### config.mk
export PLATFORM = sky130hd
export DESIGN_NAME = instr_encoder
export DESIGN_NICKNAME = d
export VERILOG_FILES = /design/src/rtl/instr_encoder.sv
export SDC_FILE = /design/constraint.sdc
export NUM_CORES = 1
export LEC_CHECK = 0
export ABC_AREA = 1
export CAP_MARGIN = 20
export CORE_UTILIZATION = 35
export DETAILED_ROUTE_END_ITERATION = 8
export HOLD_SLACK_MARGIN = 0.15
export PLACE_DENSITY = 0.66
export SLEW_MARGIN = 30
export SYNTH_ARGS = -nofsm -noshare
export SYNTH_HDL_FRONTEND = slang
export SYNTH_SLANG_ARGS = --single-unit
### constraint.sdc
create_clock -name clk -period 3 [get_ports clk]
set_input_delay 0.6 -clock clk [delete_from_list [all_inputs] [get_ports clk]]
set_output_delay 0.6 -clock clk [all_outputs]
set_load 0.005 [all_outputs]
### src/rtl/instr_encoder.sv
// instr_encoder: loads a session of instruction requests into instruction
// memory, encoding each request into a 32-bit MIPS-style word.
//
// The encoder handles one word every two cycles:
//   1. It accepts a request in ACCEPT.
//   2. It strobes the write in WRITE.
//
// Ports:
//   clk, rst         clock, asynchronous active-high reset
//   start, base_addr session start (sampled in IDLE only), first word address
//   in_valid/ready   request handshake (ready only in ACCEPT)
//   in_op..in_last   request fields; in_last ends the session
//   imem_we/addr/wdata  instruction-memory write port
//   busy, done, err  status: not-idle, one-cycle completion, illegal op seen
//   count            words written this session
module instr_encoder (
  input  logic        clk,
  input  logic        rst,
  input  logic        start,
  input  logic [31:0] base_addr,
  input  logic        in_valid,
  output logic        in_ready,
  input  logic [3:0]  in_op,
  input  logic [4:0]  in_rs,
  input  logic [4:0]  in_rt,
  input  logic [4:0]  in_rd,
  input  logic [15:0] in_imm,
  input  logic [25:0] in_target,
  input  logic        in_last,
  output logic        imem_we,
  output logic [31:0] imem_addr,
  output logic [31:0] imem_wdata,
  output logic        busy,
  output logic        done,
  output logic        err,
  output logic [15:0] count
);

  typedef enum logic [2:0] {S_IDLE, S_ACCEPT, S_WRITE, S_DONE, S_ERR} state_t;

  state_t      r_state, w_next;
  logic [31:0] r_addr, r_word;
  logic        r_last, r_err;
  logic [15:0] r_count;
  logic [31:0] w_word;
  logic        w_illegal;

  // Combinational encoder. Fields not used by an op are ignored.
  always_comb begin
    w_word    = 32'h0;
    w_illegal = 1'b0;
    case (in_op)
      4'd0:  w_word = {6'b000000, in_rs, in_rt, in_rd, 5'b0, 6'b100000};
      4'd1:  w_word = {6'b000000, in_rs, in_rt, in_rd, 5'b0, 6'b100010};
      4'd2:  w_word = {6'b000000, in_rs, in_rt, in_rd, 5'b0, 6'b100100};
      4'd3:  w_word = {6'b000000, in_rs, in_rt, in_rd, 5'b0, 6'b100101};
      4'd4:  w_word = {6'b000000, in_rs, in_rt, in_rd, 5'b0, 6'b101010};
      4'd5:  w_word = {6'b001000, in_rs, in_rt, in_imm};
      4'd6:  w_word = {6'b001010, in_rs, in_rt, in_imm};
      4'd7:  w_word = {6'b100011, in_rs, in_rt, in_imm};
      4'd8:  w_word = {6'b101011, in_rs, in_rt, in_imm};
      4'd9:  w_word = {6'b000010, in_target};
      4'd10: w_word = {6'b000011, in_target};
      4'd11: w_word = {6'b000111, in_rs, 21'b0};
      4'd12: w_word = {6'b000100, in_rs, in_rt, in_imm};
      default: w_illegal = 1'b1;
    endcase
  end

  always_comb begin
    w_next = r_state;
    case (r_state)
      S_IDLE:   if (start) w_next = S_ACCEPT;
      S_ACCEPT: if (in_valid) w_next = w_illegal ? S_ERR : S_WRITE;
      S_WRITE:  w_next = r_last ? S_DONE : S_ACCEPT;
      S_DONE:   w_next = S_IDLE;
      S_ERR:    w_next = S_IDLE;
      default:  w_next = S_IDLE;
    endcase
  end

  always_ff @(posedge clk or posedge rst) begin
    if (rst) begin
      r_state <= S_IDLE;
      r_addr  <= 32'h0;
      r_word  <= 32'h0;
      r_last  <= 1'b0;
      r_err   <= 1'b0;
      r_count <= 16'h0;
    end else begin
      r_state <= w_next;
      case (r_state)
        S_IDLE: if (start) begin
          r_addr  <= base_addr;
          r_count <= 16'h0;
          r_err   <= 1'b0;
        end
        S_ACCEPT: if (in_valid) begin
          if (w_illegal) r_err <= 1'b1;
          else begin
            r_word <= w_word;
            r_last <= in_last;
          end
        end
        // Both counters wrap naturally at their widths.
        S_WRITE: begin
          r_addr  <= r_addr + 32'd4;
          r_count <= r_count + 16'd1;
        end
        default: ;
      endcase
    end
  end

  // Decoding the strobes from the state register lets reset drop them
  // in the same cycle.
  assign in_ready   = (r_state == S_ACCEPT);
  assign imem_we    = (r_state == S_WRITE);
  assign done       = (r_state == S_DONE);
  assign busy       = (r_state != S_IDLE);
  assign err        = r_err;
  assign imem_addr  = r_addr;
  assign imem_wdata = r_word;
  assign count      = r_count;

endmodule

After elaboration in Yosys (flattened, before gate mapping)
Index checks and enable logic that the tools add are counted.
W data, S select, Z words.
{"block": "op_classes", "n_shift": 0, "n_reduce_logical": 10, "muxes": 14, "n_lt_le_gt_ge": 0, "n_bitwise": 0, "eq_ne": 18, "mul": 0, "addsub": 2, "n_div": 0}
{"operator": "$pmux W32 S13", "count": 1}
{"operator": "$pmux W32 S2", "count": 1}
{"operator": "$add A32 B3 Y32 const B", "count": 1}
{"operator": "$mux W32", "count": 1}
{"operator": "$pmux W16 S2", "count": 1}
{"operator": "$eq A4 B4 Y1 const B", "count": 5}
{"operator": "$add A16 B1 Y16 const B", "count": 1}
{"operator": "$eq A4 B3 Y1 const B", "count": 4}
{"operator": "$mux W16", "count": 1}
{"operator": "$reduce_or A13 Y1", "count": 1}
{"operator": "$mux W3", "count": 3}
{"operator": "$pmux W3 S3", "count": 1}
{"operator": "$eq A4 B2 Y1 const B", "count": 2}
{"operator": "$eq A3 B2 Y1 const B", "count": 2}
{"operator": "$ne A2 B2 Y1 const B", "count": 3}
{"operator": "$eq A4 B1 Y1 const B", "count": 1}
{"operator": "$logic_not A4 Y1", "count": 1}
{"operator": "$reduce_and A2 Y1", "count": 2}
{"operator": "$reduce_and A4 Y1", "count": 1}
{"operator": "$reduce_bool A2 Y1", "count": 2}
{"operator": "$eq A3 B1 Y1 const B", "count": 1}
{"operator": "$logic_not A3 Y1", "count": 1}
{"operator": "$mux W1", "count": 3}
{"operator": "$reduce_and A3 Y1", "count": 1}
{"operator": "other kinds (3)", "count": 3}
{"block": "word_totals", "latchBits": 0, "mem_bits_ro": 0, "in_bits": 98, "output_inout_bits": 85, "n_memories": 0, "ram_bits": 0, "regBits": 85}

Longest topological paths before layout
Gate-level depths: netlist of the first run.
{"block": "depth", "ltp_word": 5, "depth_mapped": 10, "ltp_nobuf": 10}

Least setup slack after synthesis of the first run
Ideal clock, no wire load.
{"block": "synth_path", "kind": "in2reg", "start": "input in_op[0]", "end": "register r_word[3], in the netlist imem_wdata[3]", "n_path_buf": 2, "arrival_time_ns": 1.415, "path_slack_ns": 1.462, "path_stages": 8, "setup_ns": 0.122, "path_cell_list": "nor2_4 > nor2_2 > nand2_2 > nand3_2 > buf_6 > buf_6 > a21oi_2 > a2bb2oi_1"}
{"block": "synth_via", "elab_chain_len": 3, "word_cells_on_any_way": 16, "classes_between": "eq/ne: 12; mux: 1; reduce/logical: 3"}
{"item": "start, declared", "line": "23", "text": "input logic [3:0] in_op,"}
{"item": "$eq A4 B4 Y1 (tied with other cells)", "line": "52", "text": "case (in_op)"}
{"item": "$reduce_or A13 Y1 (no source line)"}
{"item": "$reduce_and A3 Y1 (no source line)"}
{"item": "end signal, assigned", "line": "101", "text": "r_word <= w_word;"}
{"item": "end, declared", "line": "42", "text": "logic [31:0] r_addr, r_word;"}
Parallel ways exist; a longest one is shown, timed or not.
A chain may end at the register's enable or synchronous reset.

Worst setup path after layout of the first run
{"block": "layout_path", "start": "register r_state[2]", "end": "output imem_we"}
{"block": "layout_via", "elab_chain_len": 1}
{"item": "start, declared", "line": "41", "text": "state_t r_state, w_next;"}
{"item": "start signal, assigned", "line": "91", "text": "r_state <= w_next;"}
{"item": "$eq A3 B2 Y1", "line": "118", "text": "assign imem_we = (r_state == S_WRITE);"}
{"item": "end, declared", "line": "30", "text": "output logic imem_we,"}
Every way passes these cells.

==> results of run 1 <==
-- cell type report --
type | instances | area (sq um) | share of cell area (%)
sequential | 84 | 2102 | 29.27
timing repair buffer | 188 | 1877 | 26.14
clock buffer | 13 | 280.3 | 3.903
tap | 180 | 225.2 | 3.136
clock inverter | 1 | 30.03 | 0.4182
inverter | 62 | 236.5 | 3.293
multi-input combinational | 506 | 2430 | 33.84
-- how the worst min path moves through the flow --
stage	depth (start not counted)	end	slack, ns
floorplan	2	r_last	0.45
global placement	2	imem_addr[0]	0.46
detailed placement	2	imem_wdata[0]	0.47
CTS	2	imem_wdata[0]	0.48
global route	2	imem_wdata[0]	0.50
finish	1	count[15]	0.48
-- kinds of logic (layout without fill, tap and decap cells) --
group	count (synthesis)	in the layout	synth area share (%)
flops	84	84	42.63
buf+inv	84	264	8.095
xor+xnor	1	1	0.1777
other cells	1	1	0.07605
fa+ha+maj	2	2	0.5074
simple gates	400	400	34.66
compound gates	102	102	13.85
-- state kept, by name (all words and copies together) (netlist names) --
| register | flops |
|---|---|
| err | 1 |
| imem_wdata | 31 |
| count | 16 |
| r_state | 3 |
| r_last | 1 |
| imem_addr | 32 |
-- synth_stat cells (7+ instances only) --
cell type    n
nor2_1      59
nor3_1       7
o21ai_0     18
a21oi_1     14
o21ai_1     15
buf_6        7
buf_2        8
a2bb2oi_1   12
nand2_1    250
nand3_1     56
nor2_2       7
o211ai_1    14
inv_1       55
dfrtp_1     84
-- through the flow --
step	util [%]	instance area [sq um]	hold WS, ns	worst slack (ns)	cells
after floorplan	-	4931	0.4492	0.2349	674
after CTS	51.93	7181	0.4845	0.5955	1034
after detailed placement	49.69	6870	0.4681	0.4258	1020
after global routing	51.93	7181	0.4969	0.5352	1034
after global placement	49.69	6870	0.4621	0.4932	1020
final	51.93	7181	0.4790	0.6214	1034
-- routing by layer --
metal  up-vias  GRT usage (%)  part of all wire, %
li1       2539              -                    -
met1      2221          27.36                   46
met2       169          33.05                   44
met3        14          6.179                  8.3
met4         2          7.639                  1.4
met5         -              0                0.090
-- report_power, final --
group	switching (W)	internal (W)	leakage, nW	total (W)
logic	0.00123	0.00142	1.92	0.00265
clock network	0.000446	0.000727	0.154	0.00117
registers	0.000475	0.00159	1.05	0.00207
total	0.00215	0.00374	3.13	0.00589
==> impl_metrics.yaml, run 1 <==
sta:
  hold_violations: 0
  fin_crit_sh_pct: 79.29
  maxSlewViolCount: 0
  max_slew.worst_pin.slew_ns: 0.6544
  rsz0062_at_grt: "no"
  fmax_mhz: 420.4
  finalSetupViolCount: 0
  skew_ns: 0.006580
  finalCriticalPeriod_ns: 2.379
  tns_ns: 0
  max_slew_margin_pct: 56.32
layout:
  fin_nets: 951
  layout_common_cells: "nand2_1 (250), clkdlybuf4s50_1 (181), dfrtp_1 (84)"
  n_fill_cell: 1364
  mostFrequentLayoutCell: "nand2_1"
  drive_gt1_share_pct: 6.674
  area_growth_pct: 45.62
  antenna-diode-count: 0
critical_path:
  path_class: "flip-flop to output pin"
  crit_path_start_kind: "flip-flop"
  reg2reg_to: "imem_wdata[5]"
  crit_buf_inv: 2
  worst-path-stages: 4
  critPathMaxStageDelay_ns: 0.51
  endpoint: "imem_we"
  arrival_ns: 1.78
  crit_chain: "nor2_4 -> nand2_4 -> inv_4 -> clkdlybuf4s50_1"
  crit_slowest_cell: "clkdlybuf4s50_1"
  crit_required_ns: 2.40
  end_kind: "output pin"
  r2r_start: "r_state[1]"
  crit_fanout: 17
  reg2regPathDepth: 5
  crit_start: "r_state[2]"
  critPathTopFamily: "buffers and inverters"
  r2r_setup_slack_ns: 1.18
cts:
  ctsHoldBuffers: 0
  clkTransAtPathRegs_ns: 0.06
  clock_sinks: 84
  clk_latency_ns: 0.34
  clk_path_buf_depth: 2
  ctsHtreeMaxLevel: 3
  cts_buffers: 9
  root_buffer: "clkbuf_16"
  cts_tree: "done"
  cts_setup_buffers: 0
  cts_resized: 0
min_path:
  hold_path.startpoint: "count[15]"
  hp-class: "flip-flop to flip-flop"
synthesis:
  synth_top_area_cell: "dfrtp_1"
  synth_area_leaders: "dfrtp_1 (43%), nand2_1 (19%), nand3_1 (5.7%), nor2_1 (4.5%), inv_1 (4.2%)"
  synthesis.area_sq_mm: 0.004931
  synthFlopType: "dfrtp_1"
  synth_seq_cells: 84
  async_flop_share_pct: 100.0
  synth_nets: 774
  yosys_warnings: 0
  seq_area_frac_synth_pct: 42.63
  avgSynthCellArea_sq_um: 7.316
  ys_types: 42
  yosys.area.top_type_share_pct: 42.63
  netlist_instances: 674
  synth_edf_count: 0
die:
  dieArea_sq_mm: 0.01457
  num_rows: 43
  fp.dieH_um: 120.7
  core_area_sq_mm: 0.01383
  io-pin-count: 183
  initial_core_util_pct: 35.66
  die_w_um: 120.7
power_and_ir_drop:
  power_w: 0.005892
  vdd_drop_max_mv: 0.3087
  p_per_area_mw_per_mm2: 820.5
  leakagePower_nw: 3.130
placement:
  post-dp-hpwl_um: 10620
  place_congestion: 0.8407
  port_buffers: 181
detailed_routing:
  drt-pass1-iter-count: 6
  via_count: 4945
  post_drt_wl_per_cell_um: 14.03
  drt_iter0_drc: 378
  drt-total-wl_um: 14510
  antenna_left: 0
  routed_via_density: 4.782
  drc_errors: 0
global_route:
  grt_usage_pct: 21.04
  grt_pass1_vias: 4735
  grt_max_degree: 49
  gr-total-overflow: 0
  grt_pass1_wl_um: 23730
  antenna_found_initial: 1
outcome:
  status: "finished clean"
job:
  max-cap-violations: 0
No activity file was read; power rests on OpenSTA's default activity.
==> inputs of run 2 (changes only) <==
--- a/config.mk
+++ b/config.mk
@@ -10,7 +10,7 @@
 export CORE_UTILIZATION = 35
 export DETAILED_ROUTE_END_ITERATION = 8
 export HOLD_SLACK_MARGIN = 0.15
-export PLACE_DENSITY = 0.66
+export PLACE_DENSITY = 0.68
 export SLEW_MARGIN = 30
 export SYNTH_ARGS = -nofsm -noshare
 export SYNTH_HDL_FRONTEND = slang
==> constraint.sdc (replaced) <==
create_clock -name clk -period 2.01 [get_ports clk]
set_input_delay 0.402 -clock clk [delete_from_list [all_inputs] [get_ports clk]]
set_output_delay 0.402 -clock clk [all_outputs]
set_load 0.005 [all_outputs]
==> run 2 against run 1 <==
Clock skew is essentially flat. Sequential share of layout area shrank 0.53 points. Combinational power grew 55%. Largest cell class unchanged. Largest power group unchanged.
==> impl_metrics.yaml, run 2 (synthesis results as in run 1) <==
job:
  max-cap-violations: 0
placement:
  preCtsSetupSlack_ns: 0.06195
  port_buffers: 181
  post-dp-hpwl_um: 10980
  place_congestion: 0.8964
  place_inst: 1035
die:
  dieArea_sq_mm: 0.01457
  num_rows: 43
  io-pin-count: 183
  initial_core_util_pct: 35.66
  core_area_sq_mm: 0.01383
  fp.dieH_um: 120.7
  die_w_um: 120.7
critical_path:
  arrival_ns: 1.58
  crit_start: "r_state[1]"
  crit_required_ns: 1.61
  crit_fanout: 3
  end_kind: "output pin"
  path_class: "flip-flop to output pin"
  crit_path_start_kind: "flip-flop"
  r2r_start: "r_state[2]"
detailed_routing:
  routed_via_density: 4.843
  drt_iter0_drc: 283
  drt-total-wl_um: 14760
  post_drt_wl_per_cell_um: 14.04
  drc_errors: 0
  drt-pass1-iter-count: 5
  via_count: 5090
  antenna_left: 0
power_and_ir_drop:
  leakagePower_nw: 3.209
  power_frac_clock_pct: 18.8
  p_comb_share_pct: 46.2
  seq_power_share_pct: 35.0
  p_per_area_mw_per_mm2: 1212
  swShare_pct: 37.18
  power_w: 0.008874
  vdd_drop_max_mv: 0.5285
  intPower_w: 0.005575
  netSwitchingPower_w: 0.003299
layout:
  seqCellArea_sq_mm: 0.002105
  drive_gt1_share_pct: 8.840
  antenna-diode-count: 0
  mostFrequentLayoutCell: "nand2_1"
  area_growth_pct: 48.49
  fin_nets: 966
  multiInputGateArea_sq_mm: 0.002435
  utilization_pct: 52.95
  largest_reg_flops: 32
  post_layout_nonfiller_instances: 1051
  layout_common_cells: "nand2_1 (250), clkdlybuf4s50_1 (180), dfrtp_1 (82)"
  n_fill_cell: 1325
cts:
  clock_sinks: 84
  root_buffer: "clkbuf_16"
  clkTransAtPathRegs_ns: 0.07
  ctsHoldBuffers: 0
  clk_path_buf_depth: 2
  cts_buffers: 9
  cts_tree: "done"
  clk_latency_ns: 0.34
  ctsHtreeMaxLevel: 3
  cts_setup_buffers: 0
global_route:
  gr-total-overflow: 0
  grt_pass1_wl_um: 23650
  grt_usage_pct: 20.71
  grt_max_degree: 85
  grt_pass1_vias: 4671
  antenna_found_initial: 0
sta:
  finalCriticalPeriod_ns: 1.979
  hold_violations: 0
  fin_ws_ns: 0.03093
  skew_ns: 0.006328
  fin_crit_sh_pct: 98.46
  maxSlewViolCount: 0
  finalSetupViolCount: 0
  fmax_mhz: 505.3
min_path:
  hold_path.startpoint: "count[15]"
  hp-class: "flip-flop to flip-flop"
outcome:
  status: "finished clean"
## run 2: changes by cell type in the layout (fill, tap and decap cells not counted), sizes merged
cell | before | now
dlygate4sd2 | 0 | 1
clkinv | 1 | 6
clkdlybuf4s50 | 181 | 180
buf | 7 | 22
clkinvlp | 0 | 1
clkbuf | 13 | 9
## run 2: repair_timing
item                       in CTS  in global routing
resized for setup               3                  1
setup endpoints to repair       2                  1
pin swaps                       0                  0
cloned                          0                  0
## run 2: path summary, 6_finish.rpt
check / endpoint / slack, ns / cells past startpoint
max reg2reg: imem_addr[17] / 0.26 / 8
min reg2reg: count[15] / 0.47 / 1
max: done / 0.03 / 3
min in group asynchronous: r_last / 0.53 / 3
max in group asynchronous: imem_wdata[23] / 1.09 / 3
min: count[15] / 0.47 / 1
## run 2: through the flow
step | instance area [sq um] | TNS [ns] | hold slack [ns]
2_1_floorplan | 4935 | 0 | 0.4492
3_3_place_gp | 7023 | 0 | 0.4621
3_5_place_dp | 7023 | 0 | 0.4661
4_1_cts | 7321 | 0 | 0.4751
5_1_grt | 7322 | -0.004429 | 0.4987
6_report | 7322 | 0 | 0.4715
## run 2: cell type report
| type | instances | share of cell area (%) |
|---|---|---|
| inverter | 62 | 3.264 |
| clock inverter | 7 | 0.9228 |
| multi-input combinational | 506 | 33.25 |
| tap | 180 | 3.076 |
| timing repair buffer | 203 | 27.67 |
| sequential | 84 | 28.74 |
| clock buffer | 9 | 3.076 |
## run 2: per-layer routing
layer / vias to the layer above / wire length (um) / track usage (%)
met1: 2281 / 6785 / 28.49
met5: - / 0 / 0
met3: 12 / 1172 / 4.623
li1: 2583 / - / -
met2: 214 / 6674 / 32.36
met4: 0 / 124 / 6.250
## run 2: power by group through the flow
stage	Clock [W]	Combinational, W	Sequential, W
global placement	0	0.00408	0.00313
CTS	0.00171	0.00415	0.00311
detailed placement	0	0.00414	0.00310
finish	0.00167	0.00410	0.00311
global route	0.00177	0.00457	0.00321
floorplan	0	0.00201	0.00300
## run 2: worst max-delay path, cell delays in order, from the launching register on
cell and delay [ns]:
dfrtp_2 0.42, inv_2 0.08, nor3_2 0.21, clkdlybuf4s50_1 0.54
==> inputs of run 3 (changes only) <==
--- a/config.mk
+++ b/config.mk
@@ -7,6 +7,7 @@
 export LEC_CHECK = 0
 export ABC_AREA = 1
 export CAP_MARGIN = 20
+export CORE_MARGIN = 3
 export CORE_UTILIZATION = 35
 export DETAILED_ROUTE_END_ITERATION = 8
 export HOLD_SLACK_MARGIN = 0.15
==> run 3 against run 2 <==
Hold slack better by 0.0013 ns. Final cell count down 0.86%. Sequential share of layout area about the same. Combinational power about the same. Largest power group unchanged. Critical endpoint unchanged. Power up 3.1%. Cell area about the same.
==> impl_metrics.yaml, run 3 (synthesis results as in run 1) <==
global_route:
  grt_max_degree: 85
  grt_pass1_wl_um: 25410
  gr-total-overflow: 0
  grt_usage_pct: 19.76
  antenna_found_initial: 0
  grt_pass1_vias: 5074
detailed_routing:
  drc_errors: 0
  antenna_left: 0
  drt_iter0_drc: 347
  post_drt_wl_per_cell_um: 14.53
  drt-total-wl_um: 15140
  drt-pass1-iter-count: 5
  routed_via_density: 4.936
  via_count: 5143
cts:
  clkTransAtPathRegs_ns: 0.06
  clk_path_buf_depth: 2
  cts_setup_buffers: 0
  ctsHoldBuffers: 0
  clock_sinks: 84
  ctsHtreeMaxLevel: 3
  cts_tree: "done"
  cts_buffers: 9
  clk_latency_ns: 0.33
  root_buffer: "clkbuf_16"
sta:
  skew_ns: 0.005657
  fmax_mhz: 510.5
  hold_violations: 0
  fin_ws_ns: 0.05129
  fin_crit_sh_pct: 97.45
  rsz0062_at_grt: "no"
  maxSlewViolCount: 0
  finalSetupViolCount: 0
  finalCriticalPeriod_ns: 1.959
critical_path:
  crit_slowest_cell: "clkdlybuf4s50_1"
  worst-path-stages: 3
  reg2reg_to: "imem_addr[26]"
  critPathTopFamily: "buffers and inverters"
  crit_path_start_kind: "flip-flop"
  crit_chain: "inv_2 -> nor3_1 -> clkdlybuf4s50_1"
  arrival_ns: 1.56
  endpoint: "done"
  reg2regPathDepth: 10
  crit_fanout: 3
  critPathMaxStageDelay_ns: 0.55
  crit_start: "r_state[1]"
  r2r_start: "imem_addr[2]"
  r2r_setup_slack_ns: 0.26
  end_kind: "output pin"
  crit_buf_inv: 2
  crit_required_ns: 1.61
  path_class: "flip-flop to output pin"
layout:
  antenna-diode-count: 0
  n_fill_cell: 1292
  drive_gt1_share_pct: 7.968
  utilization_pct: 54.26
  mostFrequentLayoutCell: "nand2_1"
  layout_common_cells: "nand2_1 (250), clkdlybuf4s50_1 (180), dfrtp_1 (83)"
  fin_nets: 962
  area_growth_pct: 48.62
  final_cell_area_sq_mm: 0.007328
  largest_reg_flops: 32
min_path:
  hp-class: "flip-flop to flip-flop"
  hold_path.startpoint: "count[15]"
  whs_path_depth: 1
die:
  fp.dieH_um: 124.7
  die_w_um: 124.7
  core_area_sq_mm: 0.01351
  io-pin-count: 183
  initial_core_util_pct: 36.51
  num_rows: 42
  dieArea_sq_mm: 0.01555
placement:
  preCtsSetupSlack_ns: -0.006392
  post-dp-hpwl_um: 11310
  place_congestion: 0.9127
  place_area_sq_mm: 0.006988
  port_buffers: 181
power_and_ir_drop:
  leakagePower_nw: 3.203
  p_per_area_mw_per_mm2: 1249
  vdd_drop_max_mv: 0.4613
job:
  max-cap-violations: 0
outcome:
  status: "finished clean"
[run 3: worst reg2reg max path: cells and delay by family, from the launching register on]
family	cells	cell delay, ns
adder cells (fa/ha/maj)	1	0.19
flip-flops	1	0.41
AND/OR/NAND/NOR	9	1.04
[run 3: layout make-up]
cell class                      instances  area [sq um]  share of cell area, %
Inverter                               62         239.0                  3.261
Multi-Input combinational cell        506          2430                  33.16
Sequential cell                        84          2103                  28.70
Clock inverter                          4         97.59                  1.332
Clock buffer                           11         242.7                  3.312
Tap cell                              176         220.2                  3.005
Timing Repair Buffer                  199          1996                  27.23
[run 3: worst min-delay path by stage]
stage                   endpoint  slack, ns
floorplan                 r_last       0.45
finish                 count[15]       0.47
detailed placement     count[15]       0.47
global placement    imem_addr[0]       0.46
CTS                    count[15]       0.48
global route           count[15]       0.49
[run 3: what timing repair did]
action	in CTS	in global routing
hold endpoints to repair	0	0
resized for setup	2	0
endpoints found under the setup margin	2	0
[run 3: where the power goes]
| group | internal, W | switching, W | total, W | leakage, nW |
|---|---|---|---|---|
| Combinational | 0.00223 | 0.00189 | 0.00412 | 1.99 |
| Clock | 0.00124 | 0.000676 | 0.00192 | 0.162 |
| Sequential | 0.00238 | 0.000729 | 0.00311 | 1.05 |
[run 3: metrics by stage]
| step | instances | hold slack (ns) | total power [W] | setup TNS (ns) |
|---|---|---|---|---|
| global placement | 1027 | 0.4623 | 0.007253 | 0 |
| finish | 1042 | 0.4728 | 0.009149 | 0 |
| detailed placement | 1027 | 0.4656 | 0.007298 | -0.006392 |
| global route | 1042 | 0.4861 | 0.009843 | 0 |
| floorplan | 674 | 0.4492 | 0.005012 | 0 |
| CTS | 1042 | 0.4768 | 0.009257 | 0 |
[run 3: layer usage]
metal / track usage, % / up-vias / wire length [um]
li1: - / 2568 / -
met1: 27.11 / 2346 / 6916
met2: 30.69 / 216 / 6739
met3: 5.832 / 13 / 1335
met4: 4.836 / 0 / 149
met5: 0 / - / 0
